`src/rtl/ft232h_pkg.sv`:
```
// Shared definitions for the FT232H synchronous-FIFO fetch engine.
package ft232h_pkg;

  typedef enum logic [2:0] {
    ST_IDLE     = 3'd0,
    ST_WR_ADDR  = 3'd1,
    ST_WAIT_RXF = 3'd2,
    ST_RD_DATA  = 3'd3,
    ST_RESP     = 3'd4
  } state_t;

  // Address bytes sent to the device, data bytes returned, and strobe length
  // of the read burst (one turnaround cycle plus one cycle per data byte).
  localparam int ADDR_BYTES = 8;
  localparam int DATA_BYTES = 8;
  localparam int RD_CYCLES  = 9;

  // Byte idx of a 64-bit word, byte 0 in [7:0].
  function automatic logic [7:0] get_byte(input logic [63:0] w, input logic [2:0] idx);
    return w[{idx, 3'b000} +: 8];
  endfunction

endpackage

```
`src/rtl/ft232h_fetch.sv`:
```
// Fetches one 64-bit word through an FT232H in synchronous FIFO mode:
// writes the 8-byte address LSB-first, waits for the device to report read
// data, strobes out 8 data bytes and returns them as a single response.
//
// Handshakes: a request transfers at a rising edge where req_valid and
// req_ready are both high; req_ready is high only while idle. rsp_valid is a
// one-cycle pulse with no backpressure, qualified by rsp_err on timeout.
module ft232h_fetch
  import ft232h_pkg::*;
#(
  parameter int TIMEOUT = 1024
) (
  input  logic        clk,
  input  logic        rst_n,
  input  logic        req_valid,
  output logic        req_ready,
  input  logic [63:0] req_addr,
  output logic        rsp_valid,
  output logic [63:0] rsp_data,
  output logic        rsp_err,
  input  logic [7:0]  adbus_i,
  output logic [7:0]  adbus_o,
  output logic        adbus_oe,
  input  logic        txe_n,
  output logic        wr_n,
  output logic        siwu_n,
  input  logic        rxf_n,
  output logic        oe_n,
  output logic        rd_n,
  output logic [2:0]  dbg_state
);

  localparam int TW = (TIMEOUT > 1) ? $clog2(TIMEOUT) : 1;
  localparam logic [TW-1:0] T_LAST = TW'(TIMEOUT - 1);

  state_t                          state;
  logic [63:0]                     addr_q;
  logic [3:0]                      byte_cnt;
  logic [TW-1:0]                   tmo_cnt;
  // Holds data bytes 0..6; byte 7 arrives on the final strobe and goes
  // straight into rsp_data.
  logic [8*(DATA_BYTES-1)-1:0]     data_sh;

  // Send-immediate is never used.
  assign siwu_n    = 1'b1;
  assign dbg_state = state;

  // Single FSM: sequencing, counters and all registered pad/response outputs.
  always_ff @(posedge clk or negedge rst_n) begin
    if (!rst_n) begin
      state     <= ST_IDLE;
      addr_q    <= '0;
      byte_cnt  <= '0;
      tmo_cnt   <= '0;
      data_sh   <= '0;
      req_ready <= 1'b0;
      rsp_valid <= 1'b0;
      rsp_err   <= 1'b0;
      rsp_data  <= '0;
      adbus_o   <= '0;
      adbus_oe  <= 1'b0;
      wr_n      <= 1'b1;
      oe_n      <= 1'b1;
      rd_n      <= 1'b1;
    end else begin
      case (state)
        ST_IDLE: begin
          wr_n      <= 1'b1;
          oe_n      <= 1'b1;
          rd_n      <= 1'b1;
          rsp_valid <= 1'b0;
          if (req_valid && req_ready) begin
            addr_q    <= req_addr;
            adbus_o   <= get_byte(req_addr, 3'd0);
            adbus_oe  <= 1'b1;
            wr_n      <= 1'b0;
            byte_cnt  <= '0;
            req_ready <= 1'b0;
            state     <= ST_WR_ADDR;
          end else begin
            req_ready <= 1'b1;
          end
        end

        ST_WR_ADDR: begin
          if (!wr_n && !txe_n) begin
            // Current byte taken by the device.
            if (byte_cnt == 4'(ADDR_BYTES - 1)) begin
              byte_cnt <= 4'(ADDR_BYTES);
              wr_n     <= 1'b1;
              adbus_oe <= 1'b0;
              tmo_cnt  <= '0;
              state    <= ST_WAIT_RXF;
            end else begin
              byte_cnt <= byte_cnt + 4'd1;
              adbus_o  <= get_byte(addr_q, byte_cnt[2:0] + 3'd1);
              wr_n     <= 1'b0;
            end
          end else begin
            // Not taken: hold the byte and strobe only while the FIFO has room.
            wr_n <= txe_n;
          end
        end

        ST_WAIT_RXF: begin
          if (!rxf_n) begin
            oe_n     <= 1'b0;
            rd_n     <= 1'b0;
            byte_cnt <= '0;
            state    <= ST_RD_DATA;
          end else if (tmo_cnt == T_LAST) begin
            rsp_valid <= 1'b1;
            rsp_err   <= 1'b1;
            rsp_data  <= '0;
            state     <= ST_RESP;
          end else if (tmo_cnt != '1) begin
            tmo_cnt <= tmo_cnt + 1'b1;
          end
        end

        ST_RD_DATA: begin
          // byte_cnt = number of low cycles already completed; the first one
          // is the bus turnaround and carries no data.
          if (byte_cnt != '0) begin
            data_sh <= {adbus_i, data_sh[8*(DATA_BYTES-1)-1:8]};
          end
          if (byte_cnt == 4'(RD_CYCLES - 1)) begin
            oe_n      <= 1'b1;
            rd_n      <= 1'b1;
            byte_cnt  <= '0;
            rsp_valid <= 1'b1;
            rsp_err   <= 1'b0;
            rsp_data  <= {adbus_i, data_sh};
            state     <= ST_RESP;
          end else begin
            byte_cnt <= byte_cnt + 4'd1;
          end
        end

        ST_RESP: begin
          rsp_valid <= 1'b0;
          req_ready <= 1'b1;
          state     <= ST_IDLE;
        end

        default: begin
          state <= ST_IDLE;
        end
      endcase
    end
  end

endmodule

```
`config.mk`:
```
export PLATFORM = sky130hd
export DESIGN_NAME = ft232h_fetch
export DESIGN_NICKNAME = d
export VERILOG_FILES = /design/src/rtl/ft232h_pkg.sv /design/src/rtl/ft232h_fetch.sv
export SDC_FILE = /design/constraint.sdc
export NUM_CORES = 1
export LEC_CHECK = 0
export CORE_MARGIN = 4
export CORE_UTILIZATION = 40
export CTS_CLUSTER_DIAMETER = 100
export DETAILED_ROUTE_END_ITERATION = 6
export PLACE_DENSITY_LB_ADDON = 0.15
export SYNTH_ARGS = -nofsm -noshare
export SYNTH_HDL_FRONTEND = slang
export SYNTH_SLANG_ARGS = --single-unit
```
`constraint.sdc`:
```
create_clock -name clk -period 2.6 [get_ports clk]
set_input_delay 0.26 -clock clk [delete_from_list [all_inputs] [get_ports clk]]
set_output_delay 0.26 -clock clk [all_outputs]
set_load 0.03 [all_outputs]
```
Word-level counts from Yosys, hierarchy flattened. Cells that the tools add are included.

Register bits after elaboration: 215. Latch bits: 0. Bits in writable memories: 0. Memory bits (read-only): 0. Input port bits: 77. Memories: 0. Word-level logic and storage cells: 104.

Shifts and indexed selects: 1. Bitwise operators: 0. Multipliers: 0. Add/subtract/negate cells: 3. Reductions and logical operators: 24. Equality and inequality tests: 19. Order comparisons: 0. Divide/modulo/power cells: 0. Mux-type cells: 44.

Operator list (count): 64-bit two-way mux (3); 64-bit one-hot mux with 2 select lines (1); 64-bit by 7-bit variable part select with 8-bit output (1); 10-bit two-way mux (5); 8-bit two-way mux (3); 4-bit two-way mux (5); 2-bit inequality test (second input constant) (10); 10-bit one-hot mux with 2 select lines (1); 4-bit AND reduction (5); 3-bit two-way mux (6); 4-bit one-hot mux with 4 select lines (1); 8-bit one-hot mux with 2 select lines (1); 3-bit one-hot mux with 4 select lines (1); 1-bit two-way mux (11); 10-bit by 1-bit adder with 10-bit output (second input constant) (1); 10-bit equality test (second input constant) (1); 10-bit inequality test (second input constant) (1); 1-bit one-hot mux with 2 select lines (4); 2-bit nonzero test (4); 4-bit nonzero test (2); 3-bit by 2-bit equality test with 1-bit output (second input constant) (2); 1-bit one-hot mux with 3 select lines (2); 6-bit AND reduction (1); 3-bit nonzero test (2); other kinds (14) (17).

Depth between registers and ports, before layout.
Depth in word-level cells: 5. Gate-level depth with buffers: 8. Gate-level depth less buffers: 6.

Least setup slack after synthesis. No wires, ideal clock.

Kind: register to register. From: register byte_cnt[0]. To: register adbus_o[4]. Stages on the path, launching flop included: 8. Clock period less this slack: 2224 ps. Library setup time: 135 ps. Required time: 2465 ps. Data arrival time: 2089 ps. Path slack: 376 ps. Path through: dfrtp_1 -> inv_2 -> ha_1 -> buf_2 -> buf_2 -> mux4_2 -> mux2i_1 -> o211ai_1.

Word-level cells in the longest chain between the ends: 5. Elaborated cells on any way between the ends: 8. Those cells by class: 1 x add/sub; 2 x eq/ne; 1 x shift; 3 x mux; 1 x reduce/logical.

Ends and longest elaborated chain: start, declared (line ft232h_fetch.sv:38) `logic [3:0] byte_cnt;`; start signal, assigned (line ft232h_fetch.sv:89) `byte_cnt <= 4'(ADDR_BYTES);`; start signal, assigned (line ft232h_fetch.sv:95) `byte_cnt <= byte_cnt + 4'd1;`; start signal, assigned (line ft232h_fetch.sv:136) `byte_cnt <= byte_cnt + 4'd1;`; 3-bit by 1-bit adder with 3-bit output (line ft232h_fetch.sv:96) `adbus_o <= get_byte(addr_q, byte_cnt[2:0] + 3'd1);`; 64-bit by 7-bit variable part select with 8-bit output (line ft232h_pkg.sv:20) `return w[{idx, 3'b000} +: 8];`; 8-bit two-way mux (line ft232h_fetch.sv:88) `if (byte_cnt == 4'(ADDR_BYTES - 1)) begin`; 8-bit two-way mux (line ft232h_fetch.sv:86) `if (!wr_n && !txe_n) begin`; 8-bit one-hot mux with 2 select lines (line ft232h_fetch.sv:66) `case (state)`; end signal, assigned (line ft232h_fetch.sv:74) `adbus_o <= get_byte(req_addr, 3'd0);`; end signal, assigned (line ft232h_fetch.sv:96); end, declared (line ft232h_fetch.sv:22) `output logic [7:0] adbus_o,`.

Several ways; a longest one is shown, not always the timed one. The select of a mux whose other input is x is not followed. A chain may end at the register's enable or synchronous reset.

Worst setup path in the final report.
From: register state[1], in the netlist dbg_state[1]. To: output port dbg_state[1].

RTL lines: start, declared (line ft232h_fetch.sv:36) `state_t state;`; start signal, assigned (line ft232h_fetch.sv:51) `state <= ST_IDLE;`; start signal, assigned (line ft232h_fetch.sv:79) `state <= ST_WR_ADDR;`; start signal, assigned (line ft232h_fetch.sv:93) `state <= ST_WAIT_RXF;`; end, declared (line ft232h_fetch.sv:30) `output logic [2:0] dbg_state`.

No word-level cell between the ends.

==> run_results.csv <==
group,metric,value,unit
outcome,status,"complete, no violations",
critical_path,crit_arrival,1.97,ns
synth,synthArstFlopShare,100.0,%
critical_path,cp_max_fo,10,
hold_path,hold_class,"in -> async",
die,dieArea,24830,sq um
placement,place_ws,0.4357,ns
power_and_ir_drop,p_comb_share,29.3,%
placement,dp.cells,1143,
power_and_ir_drop,ir_drop,0.5042,mV
die,die_h,157.6,um
placement,dpl_cell_area,10830,sq um
clocking,cts_tree,"yes",
clocking,htree_num_levels,1,
final_layout,final_cell_mix,"dfrtp_1 (213), nand2_1 (205), clkdlybuf4s50_1 (157)",
critical_path,start_kind,"register",
global_routing,grt_pass1_wl,34.30,mm
die,die_x,157.6,um
critical_path,critPathRequiredTime,2.34,ns
sta,finalWorstSetupSlack,0.3681,ns
critical_path,crit_path_end_kind,"output pin",
critical_path,crit_type,"reg -> out",
power_and_ir_drop,p_int,8.182,mW
power_and_ir_drop,powerDensity,1024,nW/um^2
synth,netlist_instances,737,
clocking,cts_num_sinks,215,
sta,setup_tns,0,ns
sta,hold_ws,0.2593,ns
final_layout,finalNetCount,970,
route,wl,21.14,mm
global_routing,grt_usage,17.05,%
route,route.detailed.drc,0,
global_routing,first_global_vias,6283,
synth,synth-seq-cells,215,
die,initial_core_util,40.87,%
die,fp.coreArea,21890,sq um
final_layout,final_cell_count_no_fill,1187,
final_layout,syn_to_final_growth,30.43,%
clocking,clkLatencyLatePin,0.51,ns
route,drtPass1Iterations,5,
power_and_ir_drop,p_seq_share,41.4,%
job,maxCapViolCount,0,
sta,layout_min_cycle_time,2.232,ns
synth,synth.cell_area,8947,sq um
critical_path,r2r_cells,6,
final_layout,fillers,1904,
global_routing,grt_start_max_net_pins,97,
final_layout,stdcell_area,11670,sq um
power_and_ir_drop,p_leak,5.442,nW
synth,synth_edf_count,0,
sta,slew_viol_final,0,
synth,seq_area_frac_synth,60.16,%
final_layout,n_antenna_cell,0,
synth,syn_avg_cell_area,12.14,sq um
clocking,clockBufferDepth,3,
die,rows,54,
final_layout,layout_commonest_cell,"dfrtp_1",
route,vias_per_cell,5.198,
route,wire_per_inst,17.81,um
sta,finalHoldViolations,0,
power_and_ir_drop,pwr-share-clk,29.3,%
sta,min_period_over_period,85.84,%
final_layout,fin_util,53.31,%
synth,yosys_warnings,0,
sta,tightest_slew,0.6759,ns
synth,synth-main-ff-cell,"dfrtp_1",
power_and_ir_drop,swShare,31.56,%
sta,clock.fmax,0.4480,GHz
global_routing,grt_overflow,0,
sta,rsz0062_at_grt,"no",
power_and_ir_drop,finalPower,11.96,mW
sta,max_slew_margin,54.94,%
clocking,numCtsBuffers,24,
global_routing,grt_antenna_before_repair,0,
die,io_pins,160,
placement,dp_hpwl,14.19,mm
sta,setup_viol,0,
synth,ys_types,57,
placement,port_buffers,158,
route,initialDrtViolationCount,371,
clocking,root_buffer,"clkbuf_16",
final_layout,drive_above_1_share,16.21,%
placement,place_congestion,0.7875,
route,vias,6170,
synth,synth.net_count,817,
route,ant_nets,0,
clocking,clk_pin_slew,0.06,ns
sta,clock_skew,0.006041,ns
power_and_ir_drop,p_switching,3.773,mW
worst max-delay path: stages (launching register included):
cell and delay, ns:
dfrtp_1 0.56, buf_4 0.23, clkdlybuf4s50_1 0.67
path summary, 6_finish.rpt:
path | from | to | slack (ns)
setup / recovery | dbg_state[1] | dbg_state[1] | 0.37
hold / removal | rst_n | tmo_cnt[6] | 0.26
setup reg to reg | byte_cnt[0] | adbus_o[4] | 0.49
hold reg to reg | addr_q[27] | addr_q[27] | 0.47
max in group asynchronous | rst_n | wr_n | 1.44
min in group clk | req_addr[10] | addr_q[10] | 0.28
final cells by class:
cell class / count / area (sq um) / share of cell area [%]
clock buffers: 31 / 656.9 / 5.629
clock inverters: 12 / 173.9 / 1.490
inverters: 9 / 33.78 / 0.2895
multi-input cells: 468 / 3303 / 28.31
flip-flops and latches: 215 / 5383 / 46.12
well taps: 280 / 350.3 / 3.002
repair buffers: 172 / 1769 / 15.16
routing by layer:
layer | part of all wire (%) | GRT usage (%) | routed length, um
met1 | 46 | 25.15 | 9743
met2 | 47 | 26.66 | 9875
met3 | 5.7 | 3.052 | 1197
met4 | 1.6 | 3.646 | 329
met5 | 0 | 0 | 0
kinds of logic after synthesis:
| logic type | count (synthesis) | share of synthesized area [%] |
|---|---|---|
| flops | 215 | 60.16 |
| fa+ha+maj | 3 | 0.4196 |
| buf+inv | 54 | 3.272 |
| other cells | 1 | 0.04191 |
| compound gates | 120 | 10.99 |
| simple gates | 260 | 12.61 |
| mux | 83 | 12.32 |
| xor+xnor | 1 | 0.1818 |
cell usage after synthesis, types with 8 or more instances:
cell type,instances,share of area (%)
o211ai_1,10,0.84
inv_1,8,0.34
dfrtp_1,213,60
a22o_1,65,6.4
nand3_1,10,0.56
clkbuf_1,12,0.50
mux4_2,16,4.0
mux2_2,57,7.2
mux2i_1,10,1.1
nor2_1,12,0.50
nand2_1,205,8.6
o21ai_0,12,0.67
buf_2,18,1.0
power by group through the flow:
stage | sequential (mW) | clock [mW] | combinational (mW)
floorplan | 4.97 | 0 | 2.37
global placement | 4.97 | 0 | 3.46
detailed placement | 5.01 | 0 | 3.55
finish | 4.96 | 3.50 | 3.50
CTS | 4.96 | 3.60 | 3.57
global route | 5.08 | 3.74 | 3.88
repair_timing:
action	4_1_cts	5_1_grt
gates resized for setup	0	0
hold buffers	1	0
endpoints found under the hold margin	56	0
setup buffers	0	0
state kept, by name, indices dropped and copies added (netlist names), 3 cells and up:
signal / count
tmo_cnt: 10
addr_q: 64
dbg_state: 3
adbus_o: 8
byte_cnt: 4
data_sh: 56
rsp_data: 64
Power figures use the tool's default switching activity.
